**src/rtl/uart_pkg.sv**
```systemverilog
// rtl/uart_pkg.sv - shared types, frame constants and baud divisor helpers for uart_tx_fifo
package uart_pkg;

    localparam int FRAME_BITS = 11;

    typedef enum logic {
        IDLE  = 1'b0,
        SHIFT = 1'b1
    } tx_state_e;

    function automatic int unsigned baud_rate(input logic [3:0] sel);
        case (sel)
            4'd0:    return 300;
            4'd1:    return 1200;
            4'd2:    return 2400;
            4'd3:    return 4800;
            4'd4:    return 9600;
            4'd5:    return 19200;
            4'd6:    return 38400;
            4'd7:    return 57600;
            4'd8:    return 115200;
            4'd9:    return 230400;
            4'd10:   return 460800;
            default: return 921600;
        endcase
    endfunction

    // Rounded to nearest; never returns 0 so the baud counter always has a terminal count.
    function automatic logic [31:0] divisor(input int unsigned clk_hz, input logic [3:0] sel);
        longint unsigned baud;
        longint unsigned div;
        baud = longint'(baud_rate(sel));
        div  = (longint'(clk_hz) + baud / 2) / baud;
        if (div == 0) begin
            div = 1;
        end
        return div[31:0];
    endfunction

endpackage

```
**src/rtl/uart_tx_fifo_fifo.sv**
```systemverilog
// rtl/uart_tx_fifo_fifo.sv - show-ahead synchronous byte FIFO feeding the UART serialiser
module tx_fifo #(
    parameter int DEPTH = 16
) (
    input  logic                     clk,
    input  logic                     reset,
    input  logic                     push,
    input  logic                     pop,
    input  logic [7:0]               din,
    output logic [7:0]               dout,
    output logic                     full,
    output logic                     empty,
    output logic [$clog2(DEPTH):0]   count
);

    localparam int AW = $clog2(DEPTH);
    localparam int CW = AW + 1;

    logic [7:0]    mem_q [DEPTH];
    logic [AW-1:0] wr_ptr_q;
    logic [AW-1:0] rd_ptr_q;
    logic [CW-1:0] count_q;

    // Storage is not reset; a flush only needs the pointers and count cleared.
    always_ff @(posedge clk) begin
        if (push) begin
            mem_q[wr_ptr_q] <= din;
        end
    end

    always_ff @(posedge clk or posedge reset) begin
        if (reset) begin
            wr_ptr_q <= '0;
            rd_ptr_q <= '0;
            count_q  <= '0;
        end else begin
            if (push) begin
                wr_ptr_q <= wr_ptr_q + 1'b1;
            end
            if (pop) begin
                rd_ptr_q <= rd_ptr_q + 1'b1;
            end
            case ({push, pop})
                2'b10:   count_q <= count_q + 1'b1;
                2'b01:   count_q <= count_q - 1'b1;
                default: count_q <= count_q;
            endcase
        end
    end

    assign dout  = mem_q[rd_ptr_q];
    assign full  = (count_q == CW'(DEPTH));
    assign empty = (count_q == '0);
    assign count = count_q;

endmodule

```
**src/rtl/uart_tx_fifo.sv**
```systemverilog
// rtl/uart_tx_fifo.sv - buffered UART transmitter with port decode, overflow flag and level interrupt
module uart_tx_fifo
    import uart_pkg::*;
#(
    parameter int unsigned CLK_HZ    = 100_000_000,
    parameter int          DEPTH     = 16,
    parameter int          IRQ_LEVEL = 0,
    parameter logic [15:0] PORT_BASE = 16'h0000
) (
    input  logic                   clk,
    input  logic                   reset,
    input  logic [15:0]            port_id,
    input  logic                   write_strobe,
    input  logic [15:0]            out_port,
    input  logic                   interrupt_ack,
    input  logic [3:0]             baud_sel,
    input  logic                   eight,
    input  logic                   pen,
    input  logic                   ohel,
    output logic                   tx,
    output logic                   tx_rdy,
    output logic                   tx_busy,
    output logic                   interrupt,
    output logic                   overflow,
    output logic [$clog2(DEPTH):0] fifo_count
);

    localparam int CW = $clog2(DEPTH) + 1;

    logic                  push_req;
    logic                  clr_req;
    logic                  push_ok;
    logic                  pop;
    logic [7:0]            fifo_dout;
    logic                  fifo_full;
    logic                  fifo_empty;
    logic [FRAME_BITS-1:0] frame_d;
    logic                  parity;
    logic                  bit_end;
    logic                  last_bit;
    logic                  low_d;
    logic                  unused_hi;

    tx_state_e             state_q;
    logic [FRAME_BITS-1:0] shreg_q;
    logic                  busy_q;
    logic [31:0]           div_q;
    logic [31:0]           baud_cnt_q;
    logic [3:0]            bit_cnt_q;
    logic                  ovf_q;
    logic                  low_q;
    logic                  low_prev_q;
    logic                  irq_q;

    logic [31:0]           div_tab [16];

    // Each entry folds to a constant because CLK_HZ and the index are elaboration-time values.
    for (genvar g = 0; g < 16; g++) begin : g_div
        assign div_tab[g] = divisor(CLK_HZ, 4'(g));
    end

    assign push_req  = write_strobe && (port_id == PORT_BASE);
    assign clr_req   = write_strobe && (port_id == PORT_BASE + 16'd1);
    assign push_ok   = push_req && (!fifo_full || pop);
    assign unused_hi = ^out_port[15:8];

    tx_fifo #(
        .DEPTH (DEPTH)
    ) u_fifo (
        .clk   (clk),
        .reset (reset),
        .push  (push_ok),
        .pop   (pop),
        .din   (out_port[7:0]),
        .dout  (fifo_dout),
        .full  (fifo_full),
        .empty (fifo_empty),
        .count (fifo_count)
    );

    assign bit_end  = (baud_cnt_q == div_q - 32'd1);
    assign last_bit = (bit_cnt_q == 4'(FRAME_BITS - 1));
    assign pop      = !fifo_empty && ((state_q == IDLE) || (bit_end && last_bit));

    // Frame image, LSB transmitted first; unused tail positions stay 1 as extra stop bits.
    always_comb begin
        frame_d = '1;
        parity  = 1'b0;
        if (eight) begin
            parity       = (^fifo_dout) ^ ohel;
            frame_d[8:1] = fifo_dout;
            if (pen) begin
                frame_d[9] = parity;
            end
        end else begin
            parity       = (^fifo_dout[6:0]) ^ ohel;
            frame_d[7:1] = fifo_dout[6:0];
            if (pen) begin
                frame_d[8] = parity;
            end
        end
        frame_d[0] = 1'b0;
    end

    always_ff @(posedge clk or posedge reset) begin
        if (reset) begin
            state_q    <= IDLE;
            shreg_q    <= '1;
            busy_q     <= 1'b0;
            div_q      <= 32'd1;
            baud_cnt_q <= '0;
            bit_cnt_q  <= '0;
        end else if (pop) begin
            state_q    <= SHIFT;
            shreg_q    <= frame_d;
            busy_q     <= 1'b1;
            div_q      <= div_tab[baud_sel];
            baud_cnt_q <= '0;
            bit_cnt_q  <= '0;
        end else if (state_q == SHIFT) begin
            if (!bit_end) begin
                baud_cnt_q <= baud_cnt_q + 32'd1;
            end else if (last_bit) begin
                state_q    <= IDLE;
                shreg_q    <= '1;
                busy_q     <= 1'b0;
                baud_cnt_q <= '0;
            end else begin
                baud_cnt_q <= '0;
                bit_cnt_q  <= bit_cnt_q + 4'd1;
                shreg_q    <= {1'b1, shreg_q[FRAME_BITS-1:1]};
            end
        end
    end

    always_ff @(posedge clk or posedge reset) begin
        if (reset) begin
            ovf_q <= 1'b0;
        end else if (push_req && !push_ok) begin
            ovf_q <= 1'b1;
        end else if (clr_req) begin
            ovf_q <= 1'b0;
        end
    end

    // low_q resets low so the first sample after reset is seen as a rising edge.
    assign low_d = (fifo_count <= CW'(IRQ_LEVEL));

    always_ff @(posedge clk or posedge reset) begin
        if (reset) begin
            low_q      <= 1'b0;
            low_prev_q <= 1'b0;
            irq_q      <= 1'b0;
        end else begin
            low_q      <= low_d;
            low_prev_q <= low_q;
            if (low_q && !low_prev_q) begin
                irq_q <= 1'b1;
            end else if (interrupt_ack) begin
                irq_q <= 1'b0;
            end
        end
    end

    assign tx        = shreg_q[0];
    assign tx_rdy    = !fifo_full;
    assign tx_busy   = busy_q;
    assign interrupt = irq_q;
    assign overflow  = ovf_q;

endmodule

```
**config.mk**
```make
export PLATFORM = sky130hd
export DESIGN_NAME = uart_tx_fifo
export DESIGN_NICKNAME = d
export VERILOG_FILES = /design/src/rtl/uart_pkg.sv /design/src/rtl/uart_tx_fifo_fifo.sv /design/src/rtl/uart_tx_fifo.sv
export SDC_FILE = /design/constraint.sdc
export NUM_CORES = 1
export LEC_CHECK = 0
export ABC_AREA = 1
export BUFFER_PORTS_ARGS = -buffer_cell sky130_fd_sc_hd__buf_2
export CAP_MARGIN = 40
export CORE_ASPECT_RATIO = 0.8
export CORE_UTILIZATION = 30
export CTS_CLUSTER_DIAMETER = 50
export DETAILED_ROUTE_END_ITERATION = 6
export HOLD_SLACK_MARGIN = 0.06
export PLACE_DENSITY_LB_ADDON = 0.12
export SLEW_MARGIN = 40
export SYNTH_ARGS = -nofsm -noshare
export SYNTH_HDL_FRONTEND = slang
export SYNTH_SLANG_ARGS = --single-unit
```
**constraint.sdc**
```tcl
create_clock -name clk -period 3.6 [get_ports clk]
set_clock_uncertainty 0.2 [all_clocks]
set_input_delay 0.36 -clock clk [delete_from_list [all_inputs] [get_ports clk]]
set_output_delay 0.36 -clock clk [all_outputs]
set_load 0.03 [all_outputs]
```
Word level (Yosys, flattened, before mapping)
Memory sizes are Yosys's and may differ from the RTL's. A register that Yosys moved wholly into a read port is not among the register bits.
Cells that the tools add are included.
Word-level totals
  register bits after elaboration: 66
  RAM bits: 128
  bits in read-only memories: 512
  input bits: 43
  output and inout port bits: 10
  logic and storage cells: 89
  memories: 2
Memories
  (name not given): depth 16, bits a word 32, read ports 1, clocked after Yosys merged registers in 1, write ports 0, RTL line uart_tx_fifo.sv:117  | div_q <= div_tab[baud_sel];
  u_fifo.mem_q: depth 16, bits a word 8, read ports 1, clocked after Yosys merged registers in 0, write ports 1, RTL line uart_tx_fifo_fifo.sv:19  | logic [7:0] mem_q [DEPTH];
Cells by class
  $add $sub $neg: 7
  magnitude comparators: 1
  equality and inequality tests: 7
  muxes and demuxes: 30
  bitwise gates (word level): 4
  reduce and logical (&&, ||, !) cells: 26
Operators with widths (number)
  two-way mux 32 bit: 3
  two-way mux 11 bit: 3
  adder 32 x 1 -> 32 bit (second input constant): 1
  equality test 32 bit: 1
  subtractor 32 x 1 -> 32 bit (second input constant): 1
  two-way mux 1 bit: 17
  equality test 16 x 1 -> 1 bit (second input constant): 1
  logical NOT 16 bit: 1
  two-way mux 4 bit: 4
  adder 4 x 1 -> 4 bit (second input constant): 3
  nonzero test 2 bit: 6
  two-way mux 10 bit: 1
  one-hot mux 5 bit (2 select lines): 1
  two-way mux 8 bit: 1
  parity 8 bit: 1
  logical AND 1 bit: 7
  parity 7 bit: 1
  AND reduction 3 bit: 2
  adder 5 x 1 -> 5 bit (second input constant): 1
  equality test 5 bit (second input constant): 1
  <= comparator 5 x 1 -> 1 bit (second input constant): 1
  logical NOT 5 bit: 1
  NOT 4 -> 5 bit: 1
  subtractor 5 x 1 -> 5 bit (second input constant): 1
  9 further kinds: 14

Depth between registers and ports, before layout
  depth in word-level cells: 10
  depth in mapped cells: 25
  depth with buffers taken out: 25

Cells and area by module
From an unflattened synthesis, not the netlist that was laid out.
Unflattened totals
  cells, all modules: 1272
  area, all modules: 11139.4 µm²
By module, submodules not included
  tx_fifo: instances 1, cells an instance 519, area each 5999.5 µm², seq. area each 4169.0 µm²
  uart_tx_fifo: instances 1, cells an instance 753, area each 5139.9 µm², seq. area each 1765.4 µm²

Least setup slack after synthesis
No wires, ideal clock.
  path kind: flip-flop to flip-flop
  start point: register div_q[0]
  end point: register u_fifo.count_q[4] (netlist: u_fifo.count[4])
  library setup time: 0.113 ns
  arrival time: 2.896 ns
  required time: 3.287 ns
  setup slack: 0.391 ns
  stages on the path, launching flop included: 19
  path buffers: 0
  period minus slack after synthesis: 3.209 ns
  path through: dfstp_2 -> inv_1 -> ha_1 -> xnor2_1 -> a21oi_1 -> nand3_1 -> nor3_1 -> nand3_1 -> nor2_1 -> nand3_2 -> nand2_2 -> nand4_2 -> fa_1 -> o21ai_0 -> nand3_1 -> nand2_1 -> nand3_1 -> nand2_1 -> inv_1
Between the ends
  cells in the longest elaborated chain, start to end: 9
  elaborated cells on any way between the ends: 11
  those cells by class: 1 x add/sub; 3 x eq/ne; 1 x mux; 6 x reduce/logical
RTL lines
  start, declared: RTL line uart_tx_fifo.sv:47  | logic [31:0] div_q;
  subtractor 32 x 1 -> 32 bit (*): RTL line uart_tx_fifo.sv:81  | assign bit_end = (baud_cnt_q == div_q - 32'd1);
  equality test 32 bit (*): RTL line uart_tx_fifo.sv:81
  logical AND 1 bit (*): RTL line uart_tx_fifo.sv:83  | assign pop = !fifo_empty && ((state_q == IDLE) || (bit_end && last_bit));
  logical OR 1 bit (*): RTL line uart_tx_fifo.sv:83
  logical AND 1 bit (*): RTL line uart_tx_fifo.sv:83
  logical OR 1 bit: RTL line uart_tx_fifo.sv:64  | assign push_ok = push_req && (!fifo_full || pop);
  logical AND 1 bit: RTL line uart_tx_fifo.sv:64
  equality test 2 x 1 -> 1 bit or equality test 2 bit (tied branches): RTL line uart_tx_fifo_fifo.sv:43  | case ({push, pop})
  one-hot mux 5 bit (2 select lines) or nonzero test 2 bit (tied branches)
  end signal, assigned: RTL line uart_tx_fifo_fifo.sv:44  | 2'b10: count_q <= count_q + 1'b1;
  end signal, assigned: RTL line uart_tx_fifo_fifo.sv:45  | 2'b01: count_q <= count_q - 1'b1;
  end signal, assigned: RTL line uart_tx_fifo_fifo.sv:46  | default: count_q <= count_q;
  end, declared: RTL line uart_tx_fifo_fifo.sv:22  | logic [CW-1:0] count_q;
Every way passes the cells marked *; elsewhere a longest branch is shown, timed or not.
A chain may end at the register's enable or synchronous reset.

Worst setup path in the final report
  start point: register div_q[1]
  end point: memory u_fifo.mem_q[0][7], enable pin
Between the ends
  cells in the longest elaborated chain, start to end: 9
RTL lines
  subtractor 32 x 1 -> 32 bit: RTL line uart_tx_fifo.sv:81
  equality test 32 bit: RTL line uart_tx_fifo.sv:81
  logical AND 1 bit: RTL line uart_tx_fifo.sv:83
  logical OR 1 bit: RTL line uart_tx_fifo.sv:83
  logical AND 1 bit: RTL line uart_tx_fifo.sv:83
  logical OR 1 bit: RTL line uart_tx_fifo.sv:64
  logical AND 1 bit: RTL line uart_tx_fifo.sv:64
  two-way mux 1 bit: RTL line uart_tx_fifo_fifo.sv:26  | if (push) begin
  two-way mux 1 bit (not written as such): RTL line uart_tx_fifo_fifo.sv:27  | mem_q[wr_ptr_q] <= din;
  end, declared: RTL line uart_tx_fifo_fifo.sv:19
No other way between the ends.

==> metrics.txt <==
final setup violation count=0; crit path DAT=3.46 ns; H-tree Lvls=1; die area=38750 sq um; # port buffers=44; asr flop ratio synth=39.34%; die width=219.8 microns; largest net degree at the start of global routing=101; CTS root buffer=clkbuf_16; clock share of power=48.8%; Synth Cell Area=11390 sq um; Psw=0.001527 W; Setup TNS Final=0 ns; Longest Clk Path Bufs=3; sequential share of the synthesized area=52.11%; dpl hpwl=22.89 mm; I/O pin count=53; max capacitance violation total=0; failing checks=DRC; Layout Utilization=37.50%; Overflow after GRT=0; sequential power share=43.8%; VDD IR max=0.0003007 V; crit path max fanout=7; Slew @ Worst Pin=0.7043 ns; min Tclk post-route=3.377 ns; CP required=3.68 ns; 1st-iter DRT viols=762; Routed WL=32.70 mm; Top FF cell, synth=edfxtp_1; Peak Freq=296.1 MHz; critical path startpoint=div_q[1]; synth top area cells=edfxtp_1, dfrtp_1, nand2_1; num rows=63; P_int=0.004701 W; DRT antenna net count=0; Syn Inst Count=1340; setup ws final=0.2226 ns; Synth top cells by count=nand2_1, nor2_1, inv_1; clk_lat worst skew=0.57 ns; initial core utilization=30.61%; CTS tree=done; share of Yosys cell area claimed by the top area cell type=33.75%; NumNets Final=1522; Fin Hold WS=0.1601 ns; drt pass-1 iters=7; core region area=37210 sq um; via count=9249; Post-synth EDFFs=128; status=finished with violations; routed len/inst=16.59 microns; share of layout cells above drive strength 1=15.77%; Max Slew Vio Count=0; GP Congestion=0.8624; slew margin rel.=52.99%; Num Clock Sinks=211; Area Growth Syn to Fin=22.52%; RSZ-0062 raised after global routing=true; Yosys warning count=0; PD cells=446.3 nW/um^2; vias per cell=4.693; fin area=13950 sq um; Yosys top cell by area=edfxtp_1; type of the tightest min-delay check=in -> async; Leakage=5.972 nW; Yosys reg bits=211; crit start category=flop; Post-Syn Area per Cell=8.499 sq um; Worst-path clk slew=0.06 ns; vias in the first global route=8835; CTS Buf Count=29; Global Route Usage Sum=17.20%; worst r2r src=div_q[1]; Tcrit/Tclk final=93.82%; most frequent cell after synthesis=nand2_1; post-synth cell types=45; ant diodes=0; DP Area=12480 sq um; CP Capture Type=flop; Comb power frac=7.5%; syn nets=1401; pre-CTS setup slack=0.007854 ns; switching share of power=24.51%; DRC Markers=2; Die Ht=176.3 microns; first-pass GRT wire length=51.31 mm; initial antenna violation count=0; Final Hold Fails=0; Crit Path Class=reg -> reg
-- power by group through the flow --
stage	Sequential, W	Clock (W)	Combinational (W)
floorplan	0.00275	0	0.000302
finish	0.00272	0.00304	0.000466
global placement	0.00277	0	0.000431
CTS	0.00272	0.00312	0.000454
global route	0.00274	0.00321	0.000532
detailed placement	0.00277	0	0.000432
-- cell families after synthesis --
| logic type | Yosys count | synth area share, % |
|---|---|---|
| and+or+nand+nor | 718 | 27.94 |
| DFF | 211 | 52.11 |
| buffers and inverters | 195 | 6.812 |
| AOI/OAI and AO/OA | 148 | 7.251 |
| xor gates and xnor gates | 50 | 3.845 |
| adders and majority gates | 18 | 2.043 |
-- final cells by class --
cell class,count,area [sq um]
inverters,151,571.8
fillers,3867,23250
clock buffers,32,747.0
multi-input cells,936,4792
clock inverters,22,280.3
repair buffers,132,1015
well taps,487,609.3
flip-flops and latches,211,5938
-- final timing paths --
| path | endpoint | slack (ns) | cells after the start |
|---|---|---|---|
| max in group asynchronous | div_q[0] | 2.31 | 4 |
| hold / removal | bit_cnt_q[2] | 0.16 | 3 |
| min in group clk | low_prev_q | 0.19 | 0 |
| hold reg to reg | low_prev_q | 0.19 | 0 |
| setup / recovery | u_fifo.mem_q[0][7] | 0.22 | 18 |
| setup reg to reg | u_fifo.mem_q[0][7] | 0.22 | 18 |
-- sequential cells by signal, indices dropped and copies added, names as in the netlist --
signal	flops
tx_busy	1
baud_cnt_q	32
shreg_q	10
u_fifo.rd_ptr_q	4
bit_cnt_q	4
low_q	1
u_fifo.mem_q	128
u_fifo.wr_ptr_q	4
overflow	1
state_q	1
div_q	18
interrupt	1
u_fifo.count	5
low_prev_q	1
-- per-layer routing --
metal  share of wire [%]  up-vias  GRT usage, %  wire length (microns)
met1                  54     4333         27.57                  17560
met4                 1.8        0         3.592                    573
met2                  40      175         23.95                  13210
li1                    -     4701             -                      -
met5                   0        -             0                      0
met3                 4.2       40         2.481                   1360
-- worst max-delay path, stage by stage (launching register included) --
cell and delay (ns):
dfrtp_1 0.37, buf_4 0.14, nor2_1 0.13, nand2_2 0.15, nor2_4 0.26, nand3_4 0.14
nand2_1 0.12, nand2_1 0.06, nor2_1 0.10, nand2_1 0.06, nor2_1 0.14, nand4_1 0.18
buf_6 0.20, a31oi_2 0.11, buf_4 0.16, nand2_1 0.06, buf_4 0.17, nor2_1 0.16
buf_6 0.17
-- metrics by stage --
| step | total power [W] | std cells |
|---|---|---|
| floorplan | 0.003048 | 1340 |
| global placement | 0.003201 | 1884 |
| detailed placement | 0.003203 | 1884 |
| CTS | 0.006300 | 1963 |
| global route | 0.006483 | 1971 |
| finish | 0.006228 | 1971 |
-- repair_timing --
| item | in CTS | in global routing |
|---|---|---|
| gates resized for setup | 0 | 38 |
| endpoints found under the hold margin | 199 | 0 |
| hold buffers | 25 | 0 |
| setup buffers | 0 | 6 |
| endpoints found under the setup margin | 0 | 143 |
-- cells in the final DEF (no fill, tap or decap), drive strengths merged, types with 2 or more instances in the layout --
master         n
a21oi         43
ha            17
bufinv         5
dfrtp         72
o31ai          2
nand2        342
edfxtp       128
nand3b         8
clkinvlp       3
clkbuf        32
nor3          77
inv          154
o22ai          9
o211ai        14
nor4          10
dlygate4sd3   25
o21ai         76
nand3         90
buf          107
xnor2         17
clkinv        11
nor3b          2
dfstp         11
nand4         21
xor2          33
nor2         166
(Power assumes the default switching activity.)
